$ cat src/rtl/window_lane_arbiter_if.sv
// Window bus between two event-scheduler lanes, the lane arbiter and the shared sobel3 stage.
// Valid signals are one-cycle data pulses; req signals are level "ready for new" indications.
interface window_lane_arbiter_if #(
  parameter int DATA_WIDTH = 4,
  parameter int ADDR_WIDTH = 16
);
  localparam int WIN_W = 9 * DATA_WIDTH;

  logic [WIN_W-1:0]      in_window_value_0;
  logic [WIN_W-1:0]      in_window_value_1;
  logic [ADDR_WIDTH-1:0] in_window_addr_0;
  logic [ADDR_WIDTH-1:0] in_window_addr_1;
  logic                  in_window_valid_0;
  logic                  in_window_valid_1;
  logic                  out_window_req_0;
  logic                  out_window_req_1;
  logic [WIN_W-1:0]      out_window_value;
  logic [ADDR_WIDTH-1:0] out_window_addr;
  logic                  out_window_valid;
  logic                  out_window_lane;
  logic                  in_window_req;

  modport slave (
    input  in_window_value_0, in_window_value_1,
    input  in_window_addr_0, in_window_addr_1,
    input  in_window_valid_0, in_window_valid_1,
    input  in_window_req,
    output out_window_req_0, out_window_req_1,
    output out_window_value, out_window_addr,
    output out_window_valid, out_window_lane
  );

  modport master (
    output in_window_value_0, in_window_value_1,
    output in_window_addr_0, in_window_addr_1,
    output in_window_valid_0, in_window_valid_1,
    output in_window_req,
    input  out_window_req_0, out_window_req_1,
    input  out_window_value, out_window_addr,
    input  out_window_valid, out_window_lane
  );
endinterface

$ cat src/rtl/window_lane_arbiter.sv
// Round-robin, burst-limited arbiter sharing one sobel3 stage between two window lanes.
// Optional grant/stall counters are enabled by defining WINDOW_ARB_STATS_EN.
module window_lane_arbiter #(
  parameter int DATA_WIDTH = 4,
  parameter int ADDR_WIDTH = 16,
  parameter int BURST_LEN  = 4,
  parameter int BCNT_W     = $clog2(BURST_LEN + 1)
) (
  input  logic                  clk,
  input  logic                  rst,
  window_lane_arbiter_if.slave  bus,
  output logic                  ovf_err,
  output logic [31:0]           stat_grants_0,
  output logic [31:0]           stat_grants_1,
  output logic [31:0]           stat_stall
);

  localparam int WIN_W = 9 * DATA_WIDTH;
  localparam logic [BCNT_W-1:0] BURST_MAX = BCNT_W'(BURST_LEN);

  typedef enum logic {OWN0, OWN1} state_t;

  state_t                state, state_nxt;
  logic [BCNT_W-1:0]     bcnt, bcnt_nxt;
  logic [1:0]            hold_vld;
  logic [1:0]            in_vld;
  logic [WIN_W-1:0]      hold_value [2];
  logic [ADDR_WIDTH-1:0] hold_addr [2];
  logic [WIN_W-1:0]      in_value [2];
  logic [ADDR_WIDTH-1:0] in_addr [2];
  logic                  issue;
  logic                  gnt;
  logic                  owner;
  logic                  other;

  assign in_vld      = {bus.in_window_valid_1, bus.in_window_valid_0};
  assign in_value[0] = bus.in_window_value_0;
  assign in_value[1] = bus.in_window_value_1;
  assign in_addr[0]  = bus.in_window_addr_0;
  assign in_addr[1]  = bus.in_window_addr_1;

  assign bus.out_window_req_0 = ~hold_vld[0];
  assign bus.out_window_req_1 = ~hold_vld[1];

  assign owner = (state == OWN1);
  assign other = ~owner;

  always_ff @(posedge clk or posedge rst) begin
    if (rst) begin
      state <= OWN0;
      bcnt  <= '0;
    end else begin
      state <= state_nxt;
      bcnt  <= bcnt_nxt;
    end
  end

  // Owner keeps the grant until its burst is spent, then yields only if the other lane is waiting.
  always_comb begin
    state_nxt = state;
    bcnt_nxt  = bcnt;
    issue     = 1'b0;
    gnt       = owner;
    if (bus.in_window_req) begin
      if (hold_vld[owner] && (bcnt < BURST_MAX)) begin
        issue    = 1'b1;
        bcnt_nxt = bcnt + BCNT_W'(1);
      end else if (hold_vld[other]) begin
        issue     = 1'b1;
        gnt       = other;
        state_nxt = other ? OWN1 : OWN0;
        bcnt_nxt  = BCNT_W'(1);
      end else if (hold_vld[owner]) begin
        issue    = 1'b1;
        bcnt_nxt = BCNT_W'(1);
      end
    end
  end

  always_ff @(posedge clk or posedge rst) begin
    if (rst) begin
      hold_vld <= '0;
      ovf_err  <= 1'b0;
      for (int i = 0; i < 2; i++) begin
        hold_value[i] <= '0;
        hold_addr[i]  <= '0;
      end
    end else begin
      for (int i = 0; i < 2; i++) begin
        if (issue && (gnt == 1'(i))) begin
          hold_vld[i] <= 1'b0;
        end
        // A full hold can never also be refilled here, so issue and capture never collide.
        if (in_vld[i]) begin
          if (hold_vld[i]) begin
            ovf_err <= 1'b1;
          end else begin
            hold_vld[i]   <= 1'b1;
            hold_value[i] <= in_value[i];
            hold_addr[i]  <= in_addr[i];
          end
        end
      end
    end
  end

  always_ff @(posedge clk or posedge rst) begin
    if (rst) begin
      bus.out_window_valid <= 1'b0;
      bus.out_window_value <= '0;
      bus.out_window_addr  <= '0;
      bus.out_window_lane  <= 1'b0;
    end else begin
      bus.out_window_valid <= issue;
      if (issue) begin
        bus.out_window_value <= hold_value[gnt];
        bus.out_window_addr  <= hold_addr[gnt];
        bus.out_window_lane  <= gnt;
      end
    end
  end

`ifdef WINDOW_ARB_STATS_EN
  logic [31:0] grants_0_q;
  logic [31:0] grants_1_q;
  logic [31:0] stall_q;

  always_ff @(posedge clk or posedge rst) begin
    if (rst) begin
      grants_0_q <= '0;
      grants_1_q <= '0;
      stall_q    <= '0;
    end else begin
      if (issue && !gnt) grants_0_q <= grants_0_q + 32'd1;
      if (issue && gnt)  grants_1_q <= grants_1_q + 32'd1;
      // Should never count: a full hold with downstream ready always wins a grant.
      if (bus.in_window_req && (|hold_vld) && !issue) stall_q <= stall_q + 32'd1;
    end
  end

  assign stat_grants_0 = grants_0_q;
  assign stat_grants_1 = grants_1_q;
  assign stat_stall    = stall_q;
`else
  assign stat_grants_0 = 32'd0;
  assign stat_grants_1 = 32'd0;
  assign stat_stall    = 32'd0;
`endif

endmodule

$ cat src/flat_wrapper.sv
// flat-port wrapper written by rule: the top's interface ports become plain ports
module window_lane_arbiter_flat 
#(
  parameter int DATA_WIDTH = 4,
  parameter int ADDR_WIDTH = 16,
  parameter int BURST_LEN  = 4,
  parameter int BCNT_W     = $clog2(BURST_LEN + 1)
)
  (clk, rst, ovf_err, stat_grants_0, stat_grants_1, stat_stall, bus_in_window_value_0, bus_in_window_value_1, bus_in_window_addr_0, bus_in_window_addr_1, bus_in_window_valid_0, bus_in_window_valid_1, bus_in_window_req, bus_out_window_req_0, bus_out_window_req_1, bus_out_window_value, bus_out_window_addr, bus_out_window_valid, bus_out_window_lane);
  window_lane_arbiter_if #(.DATA_WIDTH(DATA_WIDTH), .ADDR_WIDTH(ADDR_WIDTH)) bus_i ();
  input  logic clk;
  input  logic rst;
  output logic ovf_err;
  output logic [31:0] stat_grants_0;
  output logic [31:0] stat_grants_1;
  output logic [31:0] stat_stall;
  input wire logic [$bits(bus_i.in_window_value_0)-1:0] bus_in_window_value_0;
  input wire logic [$bits(bus_i.in_window_value_1)-1:0] bus_in_window_value_1;
  input wire logic [$bits(bus_i.in_window_addr_0)-1:0] bus_in_window_addr_0;
  input wire logic [$bits(bus_i.in_window_addr_1)-1:0] bus_in_window_addr_1;
  input wire logic [$bits(bus_i.in_window_valid_0)-1:0] bus_in_window_valid_0;
  input wire logic [$bits(bus_i.in_window_valid_1)-1:0] bus_in_window_valid_1;
  input wire logic [$bits(bus_i.in_window_req)-1:0] bus_in_window_req;
  output wire logic [$bits(bus_i.out_window_req_0)-1:0] bus_out_window_req_0;
  output wire logic [$bits(bus_i.out_window_req_1)-1:0] bus_out_window_req_1;
  output wire logic [$bits(bus_i.out_window_value)-1:0] bus_out_window_value;
  output wire logic [$bits(bus_i.out_window_addr)-1:0] bus_out_window_addr;
  output wire logic [$bits(bus_i.out_window_valid)-1:0] bus_out_window_valid;
  output wire logic [$bits(bus_i.out_window_lane)-1:0] bus_out_window_lane;
  assign bus_i.in_window_value_0 = bus_in_window_value_0;
  assign bus_i.in_window_value_1 = bus_in_window_value_1;
  assign bus_i.in_window_addr_0 = bus_in_window_addr_0;
  assign bus_i.in_window_addr_1 = bus_in_window_addr_1;
  assign bus_i.in_window_valid_0 = bus_in_window_valid_0;
  assign bus_i.in_window_valid_1 = bus_in_window_valid_1;
  assign bus_i.in_window_req = bus_in_window_req;
  assign bus_out_window_req_0 = bus_i.out_window_req_0;
  assign bus_out_window_req_1 = bus_i.out_window_req_1;
  assign bus_out_window_value = bus_i.out_window_value;
  assign bus_out_window_addr = bus_i.out_window_addr;
  assign bus_out_window_valid = bus_i.out_window_valid;
  assign bus_out_window_lane = bus_i.out_window_lane;
  window_lane_arbiter #(.DATA_WIDTH(DATA_WIDTH), .ADDR_WIDTH(ADDR_WIDTH), .BURST_LEN(BURST_LEN), .BCNT_W(BCNT_W)) u_core (.clk(clk), .rst(rst), .bus(bus_i), .ovf_err(ovf_err), .stat_grants_0(stat_grants_0), .stat_grants_1(stat_grants_1), .stat_stall(stat_stall));
endmodule
$ cat config.mk
export PLATFORM = sky130hd
export DESIGN_NAME = window_lane_arbiter_flat
export DESIGN_NICKNAME = d
export VERILOG_FILES = /design/src/rtl/window_lane_arbiter_if.sv /design/src/rtl/window_lane_arbiter.sv /design/src/flat_wrapper.sv
export SDC_FILE = /design/constraint.sdc
export NUM_CORES = 1
export LEC_CHECK = 0
export BUFFER_PORTS_ARGS = -buffer_cell sky130_fd_sc_hd__buf_2
export CAP_MARGIN = 25
export CORE_AREA = 2 2 126 128
export CTS_CLUSTER_DIAMETER = 80
export DETAILED_ROUTE_END_ITERATION = 6
export DIE_AREA = 0 0 128 130
export PLACE_DENSITY = 0.9
export SLEW_MARGIN = 10
export SYNTH_ARGS = -nofsm -noshare
export SYNTH_HDL_FRONTEND = slang
export SYNTH_SLANG_ARGS = --single-unit
$ cat constraint.sdc
create_clock -name clk -period 7.1 [get_ports clk]
set_input_delay 0.71 -clock clk [delete_from_list [all_inputs] [get_ports clk]]
set_output_delay 0.71 -clock clk [all_outputs]
set_load 0.02 [all_outputs]
---- Yosys cells after proc, flatten, opt, wreduce, memory -nomap -nowiden ----
Cells that the tools add are included.
cells by class
  bitwise gates (word level) .............. 6
  add/sub/neg operators ................... 1
  reductions and logical operators ........ 8
  $lt $le $gt $ge ......................... 4
  mux-type cells .......................... 31
operators with widths
  operator               number
  $mux W36               3
  $mux W16               3
  $mux W1                22
  $mux W3                3
  $reduce_and A2 Y1      3
  $not A1 Y1             5
  $lt A1 B2 Y1 const B   2
  $add A3 B1 Y3 const B  1
  $logic_and A1 B1 Y1    3
  $lt A3 B3 Y1 const B   1
  $reduce_and A3 Y1      1
  $reduce_bool A3 Y1     1
  $ge A2 B2 Y1 const B   1
  $not A1 Y2             1
storage, ports and cells
  register bits after elaboration ......... 165
  word-level logic and storage cells ...... 62
  output and inout port bits .............. 153

---- Depth between registers and ports, before layout ----
Gate-level depths: netlist of run 1.
  word-level depth ........................ 11
  gate-level depth with buffers ........... 7
  gate-level depth less buffers ........... 4

---- Least setup slack after synthesis of run 1 ----
OpenSTA, ideal clock, no wires.
  path type ............................... input-to-reg
  start point ............................. in bus_in_window_req
  end point ............................... reg u_core.bus.out_window_addr[10]
  cell stages on the path ................. 6
  setup slack ............................. 5.341 ns
  data required time ...................... 6.959 ns
  path buffers ............................ 2
  data arrival time ....................... 1.618 ns
  path through ............................ buf_6 and3_4 o21a_2 buf_2 o21ai_0 a31oi_1
between the ends
  longest elaborated chain between the ends .. 5
RTL lines
  element                                      line                          RTL
  from (decl)                                  flat_wrapper.sv:23            input wire logic [$bits(bus_i.in_window_req)-1:0] bus_in_window_req;
  $mux W1                                      window_lane_arbiter.sv:64     if (bus.in_window_req) begin
  $not A1 Y2 (not written as such)             window_lane_arbiter.sv:117    bus.out_window_addr <= hold_addr[gnt];
  $mux W16 (not written as such) (3 in a row)  window_lane_arbiter.sv:117
  to (signal assigned)                         window_lane_arbiter.sv:117
  to (decl)                                    window_lane_arbiter_if.sv:29  output out_window_value, out_window_addr,
Parallel ways exist; a longest one is shown, timed or not. The select of a mux whose other input is x is not followed.
A chain may end at the register's enable or synchronous reset.

---- Worst setup path in the final report of run 1 ----
  start point ............................. reg u_core.hold_vld[0]
  end point ............................... reg u_core.bus.out_window_value[14]
between the ends
  longest elaborated chain between the ends .. 9
RTL lines
  element                                         line                                                                             RTL
  from (decl)                                     window_lane_arbiter.sv:25                                                        logic [1:0] hold_vld;
  from (signal assigned)                          window_lane_arbiter.sv:82                                                        hold_vld <= '0;
  from (signal, indexed assignment)               window_lane_arbiter.sv:91                                                        hold_vld[i] <= 1'b0;
  from (signal, indexed assignment)               window_lane_arbiter.sv:98                                                        hold_vld[i] <= 1'b1;
  $mux W1, on equally long branches (2 in a row)  window_lane_arbiter.sv:68, window_lane_arbiter.sv:65, window_lane_arbiter.sv:73
  $mux W1 or $logic_and A1 B1 Y1 (tied branches)  window_lane_arbiter.sv:68, window_lane_arbiter.sv:65
  $mux W1                                         window_lane_arbiter.sv:65                                                        if (hold_vld[owner] && (bcnt < BURST_MAX)) begin
  $mux W1                                         window_lane_arbiter.sv:64
  $not A1 Y2 (not written as such)                window_lane_arbiter.sv:116                                                       bus.out_window_value <= hold_value[gnt];
  $mux W36 (not written as such) (3 in a row)     window_lane_arbiter.sv:116
  to (signal assigned)                            window_lane_arbiter.sv:116
  to (decl)                                       window_lane_arbiter_if.sv:29
Parallel ways exist; a longest one is shown, timed or not. The select of a mux whose other input is x is not followed.

==> impl_results.md, run 1 <==
* Outcome: complete, no violations
* Largest net degree at the start of global routing at between 80 and 90
* Final setup fails at 0
* HP Class: input pin to async pin
* Cts hold-fix bufs at 0
* First-pass GRT wire length at ~26000 um
* Max Cap Viol at 0
* Row cnt at 46
* Vias per Instance at around 5.3
* Main synth FF type: dfrtp_1
* Final period utilization at 32.9%
* DRT Pass-1 Iters at 5
* # DRC at 0
* DR WL/cell at ~16 um
* Cell area power density at between 400 and 500 nW/um2
* Drt total wl at between 15000 and 20000 um
* Worst-path clk slew at 0.07 ns
* Vias in the first global route at roughly 5100
* Setup CP Type: register to register
* Routed Antenna Nets at 0
* Die area at ~17000 um2
* FF-to-FF Start: u_core.hold_vld[0]
* Fmax at 428 MHz
* Cell area after synthesis at roughly 7600 um2
* Placed cell area at about 8100 um2
* IO Port Bufs at 165
* Area of the multi-input gates at ~2800 um2
* Post-CTS Resized at 0
* Vias at roughly 5300
* Clock Skews at approximately 0.0094 ns
* Worst VDD drop at about 290 uV
* Sequential area share after synthesis at between 50% and 60%
* Worst setup startpoint: u_core.hold_vld[0]
* Area leader, netlist: dfrtp_1
* Unrepaired setup endpoints after global routing: no
* Die Y at approximately 130 um
* Worst slew pin tran at around 1.0 ns
* Final TNS setup at 0 ns
* GP Congestion at 0.766
* Sink Count at between 150 and 200
* Crit path required time at about 7.4 ns
* Worst skew pair latency at about 0.4 ns
* FF+latch area at approximately 4100 um2
* Core area at 15400 um2
* Post-CTS setup buffer count at 0
* Root Buffer Master: clkbuf_16
* Initial Util at just under 50%
* Max-slew headroom at ~32%
* CTS Buffer Depth at 2
* Post-Syn Instances at 654
* Final hold viol count at 0
* LEAKAGE at between 3 and 4 nW
* TritonCTS Buffers at 17
* Setup crit end kind: register
* Share of the synthesized area in the top cell type at around 54%
* FF-to-FF path depth at 5
* Number of I/O pins at about 260
* Antenna violations before repair at 1
* Yosys cell types at 34
* Most common cell in the netlist: dfrtp_1
* CP Max Fanout at 66
* Final Total Pwr at between 4 and 5 mW
* Seq cells post-synth at ~170
* Layout area overhead at 14.3%
* CP startpoint kind: register
* Tmin final at around 2.3 ns
* DR iter-0 viols at between 300 and 400
* H-tree depth at 4
* TritonCTS clock tree: yes
* Max-slew violation count at 0
* Count of nets after finishing at between 900 and 1000
* Width of the chip at around 130 um
* Filler cells at about 1300
* EDFF count, synth at 0
* Share of layout cells above drive strength 1 at between 30 and 40%
* Async set or reset register ratio after synthesis at 100%
* Total track usage at just under 20%
* Total grt overflow at 0
* Design area at between 8000 and 9000 um2
* Arr. time, crit path at between 2 and 3 ns
* List of most frequent post-synthesis cells: dfrtp_1, mux2_2, buf_4
* Yosys Warn Count at 0
* Syn_area_per_cell at about 12 um2
* Ranking of synthesized cells by area: dfrtp_1, mux2_2, buf_4
* Post-DP HPWL at ~11000 um
power by group:
| group | switching, mW | total (mW) | internal [mW] |
|---|---|---|---|
| combinational | 0.983 | 1.66 | 0.677 |
| clock | 0.371 | 0.909 | 0.538 |
| sequential | 0.285 | 1.71 | 1.42 |
per-stage QoR:
stage	hold WS (ns)	std cells	setup WS [ns]	utilization (%)
floorplan	0.446	749	1.93	-
global placement	0.461	968	4.59	52.4
detailed placement	0.476	968	4.55	52.4
CTS	0.468	999	4.78	56.2
global route	0.505	1001	4.52	56.5
finish	0.434	1002	4.77	56.5
cell families after synthesis:
group                      share of synthesized area (%)
DFF                                                 54.2
AOI/OAI and AO/OA                                   9.46
xor gates and xnor gates                           0.115
and+or+nand+nor                                     6.67
buffers and inverters                               13.9
adders and majority gates                          0.164
other                                             0.0492
muxes                                               15.5
critical path: stages, from the launching register on:
cell and delay (ns):
dfrtp_1 0.54, o21ai_1 0.33, clkinv_2 0.51, buf_4 0.51, nor2_1 0.18, a31oi_1 0.06
area by class of cell:
cell class	instances	share of cell area, %
timing repair buffer	173	10.5
antenna	1	0.0287
clock inverter	10	1.41
multi-input combinational	435	32.3
sequential	165	47.4
clock buffer	21	5.28
tap	192	2.76
inverter	5	0.287
per-layer routing:
metal / routed length, um / vias up / GRT usage (%)
li1: - / 2383 / -
met1: 6850 / 2606 / 25.7
met2: 8090 / 251 / 32.1
met3: 1170 / 23 / 5.49
met4: 230 / 0 / 6.33
met5: 0 / - / 0
worst paths after layout:
check                                                  endpoint  slack (ns)
worst max-delay path            u_core.bus.out_window_value[14]        4.77
worst min-delay path              u_core.bus.out_window_addr[8]        0.43
worst max register to register  u_core.bus.out_window_value[14]        4.77
worst min register to register                   u_core.bcnt[0]        0.49
max in group asynchronous                 u_core.hold_value[32]        5.53
min in group clk                                 u_core.bcnt[0]        0.49
cell usage in the layout, fill, tap and decap left out, types with 6 or more instances in the layout:
| master | n |
|---|---|
| dfrtp_1 | 165 |
| o21ai_1 | 11 |
| buf_2 | 165 |
| buf_4 | 6 |
| clkbuf_16 | 17 |
| conb_1 | 96 |
| o21ai_0 | 44 |
| mux2_2 | 104 |
| a31oi_1 | 53 |
| nand3_1 | 52 |
| nor2_1 | 55 |
flip-flops by register name (all words and copies together), names as in the netlist:
register                     cells
u_core.hold_vld                  2
u_core.hold_addr                32
u_core.bus.out_window_addr      16
u_core.bus.out_window_value     36
u_core.ovf_err                   1
u_core.owner                     1
u_core.hold_value               72
u_core.bcnt                      3
u_core.bus.out_window_lane       1
u_core.bus.out_window_valid      1
Note: power is estimated with default switching activity, not from simulation.
==> run 2: changes to the inputs <==
==> constraint.sdc (replaced) <==
create_clock -name clk -period 2.4 [get_ports clk]
set_input_delay 0.24 -clock clk [delete_from_list [all_inputs] [get_ports clk]]
set_output_delay 0.24 -clock clk [all_outputs]
set_load 0.02 [all_outputs]
==> run 2 against run 1 <==
Register-to-register slack lost 4.1 ns; combinational power grew to 3.1 times the previous value; via count shrank 0.15%; hold slack lost 0.37 ns; sequential share of layout area shrank 0.74 points; clock power grew to 3.1 times the previous value; cell count grew 0.50%; critical endpoint is now u_core.hold_value[61]; power grew to 3.0 times the previous value; die area is the same; largest power group is now combinational logic.
==> impl_results.md, run 2 (synthesis gave the netlist of run 1 again) <==
* First-pass GRT wire length at 26800 um
* Post-DP HPWL at 11200 um
* Post-CTS setup buffer count at 0
* IO Port Bufs at approximately 170
* Vias per Instance at roughly 5.2
* Max reg flops at 72
* TritonCTS clock tree: yes
* Top flop regs: u_core.hold_value (72), u_core.bus.out_window_value (36), u_core.hold_addr (32)
* Clk network pwr share at roughly 22%
* Count of nets after finishing at roughly 900
* DR iter-0 viols at 274
* Fmax at 563 MHz
* CP Max Fanout at 32
* Die area at 16600 um2
* Flop2flop setup slack at approximately 0.62 ns
* Layout area overhead at 16.2%
* GP Congestion at 0.756
* Crit path required time at roughly 2.7 ns
* Filler cells at between 1000 and 1500
* Reg power frac at 38.8%
* Placed cell area at about 8200 um2
* Placed Cells at approximately 970
* TritonCTS Buffers at 17
* Vias in the first global route at 5199
* Routed Antenna Nets at 0
* Final Non-Filler Cells at between 1000 and 1500
* Arr. time, crit path at around 2.1 ns
* Die Y at approximately 130 um
* # diodes at 0
* Design area at a little under 9000 um2
* Critical path cell sequence: nor2b_4 > buf_12 > mux2_2
* Worst skew pair latency at between 0.4 and 0.5 ns
* Share of layout cells above drive strength 1 at about two fifths
* Most flops, register: u_core.hold_value
* Worst slew pin tran at between 0.5 and 0.6 ns
* Row cnt at 46
* Unrepaired setup endpoints after global routing: no
* Root Buffer Master: clkbuf_16
* Comb pwr share at around two fifths
* Antenna violations before repair at 1
* Sink Count at approximately 170
* FF+latch area at slightly above 4000 um2
* Initial Util at about 49%
* HP Class: input pin to register
* Setup crit end kind: register
* Clock Skews at 0.0102 ns
* H-tree depth at 4
* CP peak stage delay at roughly 0.54 ns
* Largest net degree at the start of global routing at roughly 110
* Worst-path clk slew at roughly 0.070 ns
* Critical-path top delay cell: dfrtp_1
* Final TNS setup at 0 ns
* DR WL/cell at 17.0 um
* Pint at around 8 mW
* Final setup fails at 0
* Vias at 5255
* Setup CP Type: register to register
* # DRC at 0
* Final period utilization at roughly three quarters
* LEAKAGE at a little over 4 nW
* Cell area power density at 1470 nW/um2
* Total track usage at between 20% and 30%
* DRT Pass-1 Iters at 4
* Max-slew violation count at 0
* Width of the chip at about 130 um
* Core area at about 15000 um2
* Worst VDD drop at ~840 uV
* Outcome: complete, no violations
* CP startpoint kind: register
* CTS Buffer Depth at 2
* Tmin final at 1.78 ns
* Final hold viol count at 0
* Sw Share at between 30% and 40%
* Max-slew headroom at roughly 65%
* Max Cap Viol at 0
* Total grt overflow at 0
* Most frequent cells in the layout: buf_2, dfrtp_1, mux2_2
* NetSw at slightly below 5 mW
* Area of the multi-input gates at between 2000 and 3000 um2
* Number of I/O pins at around 260
* Drt total wl at 17100 um
==> run 2: worst paths after layout <==
kind,cells past startpoint,start,to
min,2,bus_in_window_value_1[8],u_core.hold_value[8]
min in group asynchronous,4,rst,u_core.hold_value[64]
max,3,u_core.hold_vld[0],u_core.hold_value[61]
max reg2reg,3,u_core.hold_vld[0],u_core.hold_value[61]
max in group asynchronous,4,rst,u_core.hold_value[41]
min reg2reg,1,u_core.bcnt[0],u_core.bcnt[0]
==> run 2: timing repair <==
action / CTS / global route
resized for setup: 0 / 0
hold endpoints to repair: 69 / 0
hold buffers: 1 / 0
==> run 2: final cells by class <==
cell class / instances / area share, %
Inverter: 5 / 0.269
Timing Repair Buffer: 178 / 11.6
Clock buffer: 22 / 5.36
Tap cell: 192 / 2.71
Sequential cell: 165 / 46.6
Multi-Input combinational cell: 435 / 31.8
Clock inverter: 10 / 1.63
==> run 2: power groups by stage <==
| stage | sequential, mW | clock, mW | combinational, mW |
|---|---|---|---|
| after floorplan | 5.36 | 0 | 3.50 |
| after global placement | 4.97 | 0 | 4.96 |
| after detailed placement | 5.07 | 0 | 5.15 |
| after CTS | 5.03 | 2.88 | 5.17 |
| after global routing | 5.21 | 2.99 | 5.58 |
| final | 5.04 | 2.82 | 5.12 |
==> run 2: metrics by stage <==
stage          total power, mW  hold slack, ns  utilization [%]  setup slack [ns]
2_1_floorplan             8.85           0.382                -            0.0612
3_3_place_gp              9.93           0.394             53.3             0.662
3_5_place_dp              10.2           0.409             53.3             0.606
4_1_cts                   13.1          0.0391             57.4             0.592
5_1_grt                   13.8          0.0380             57.4             0.534
6_report                  13.0          0.0607             57.4             0.624
==> run 2: critical path, delay by kind of cell (launching register included) <==
| kind | cells | cell delay, ns |
|---|---|---|
| flip-flops | 1 | 0.54 |
| AND/OR/NAND/NOR | 1 | 0.46 |
| multiplexers | 1 | 0.37 |
| buffers and inverters | 1 | 0.28 |
==> run 2: layer usage <==
metal	part of all wire (%)	vias up	track usage, %	routed length (um)
met3	8.3	21	6.72	1420
met5	0.076	-	0	13
met4	1.3	2	6.21	224
met2	51	241	36.2	8710
li1	-	2392	-	-
met1	39	2599	25.0	6710
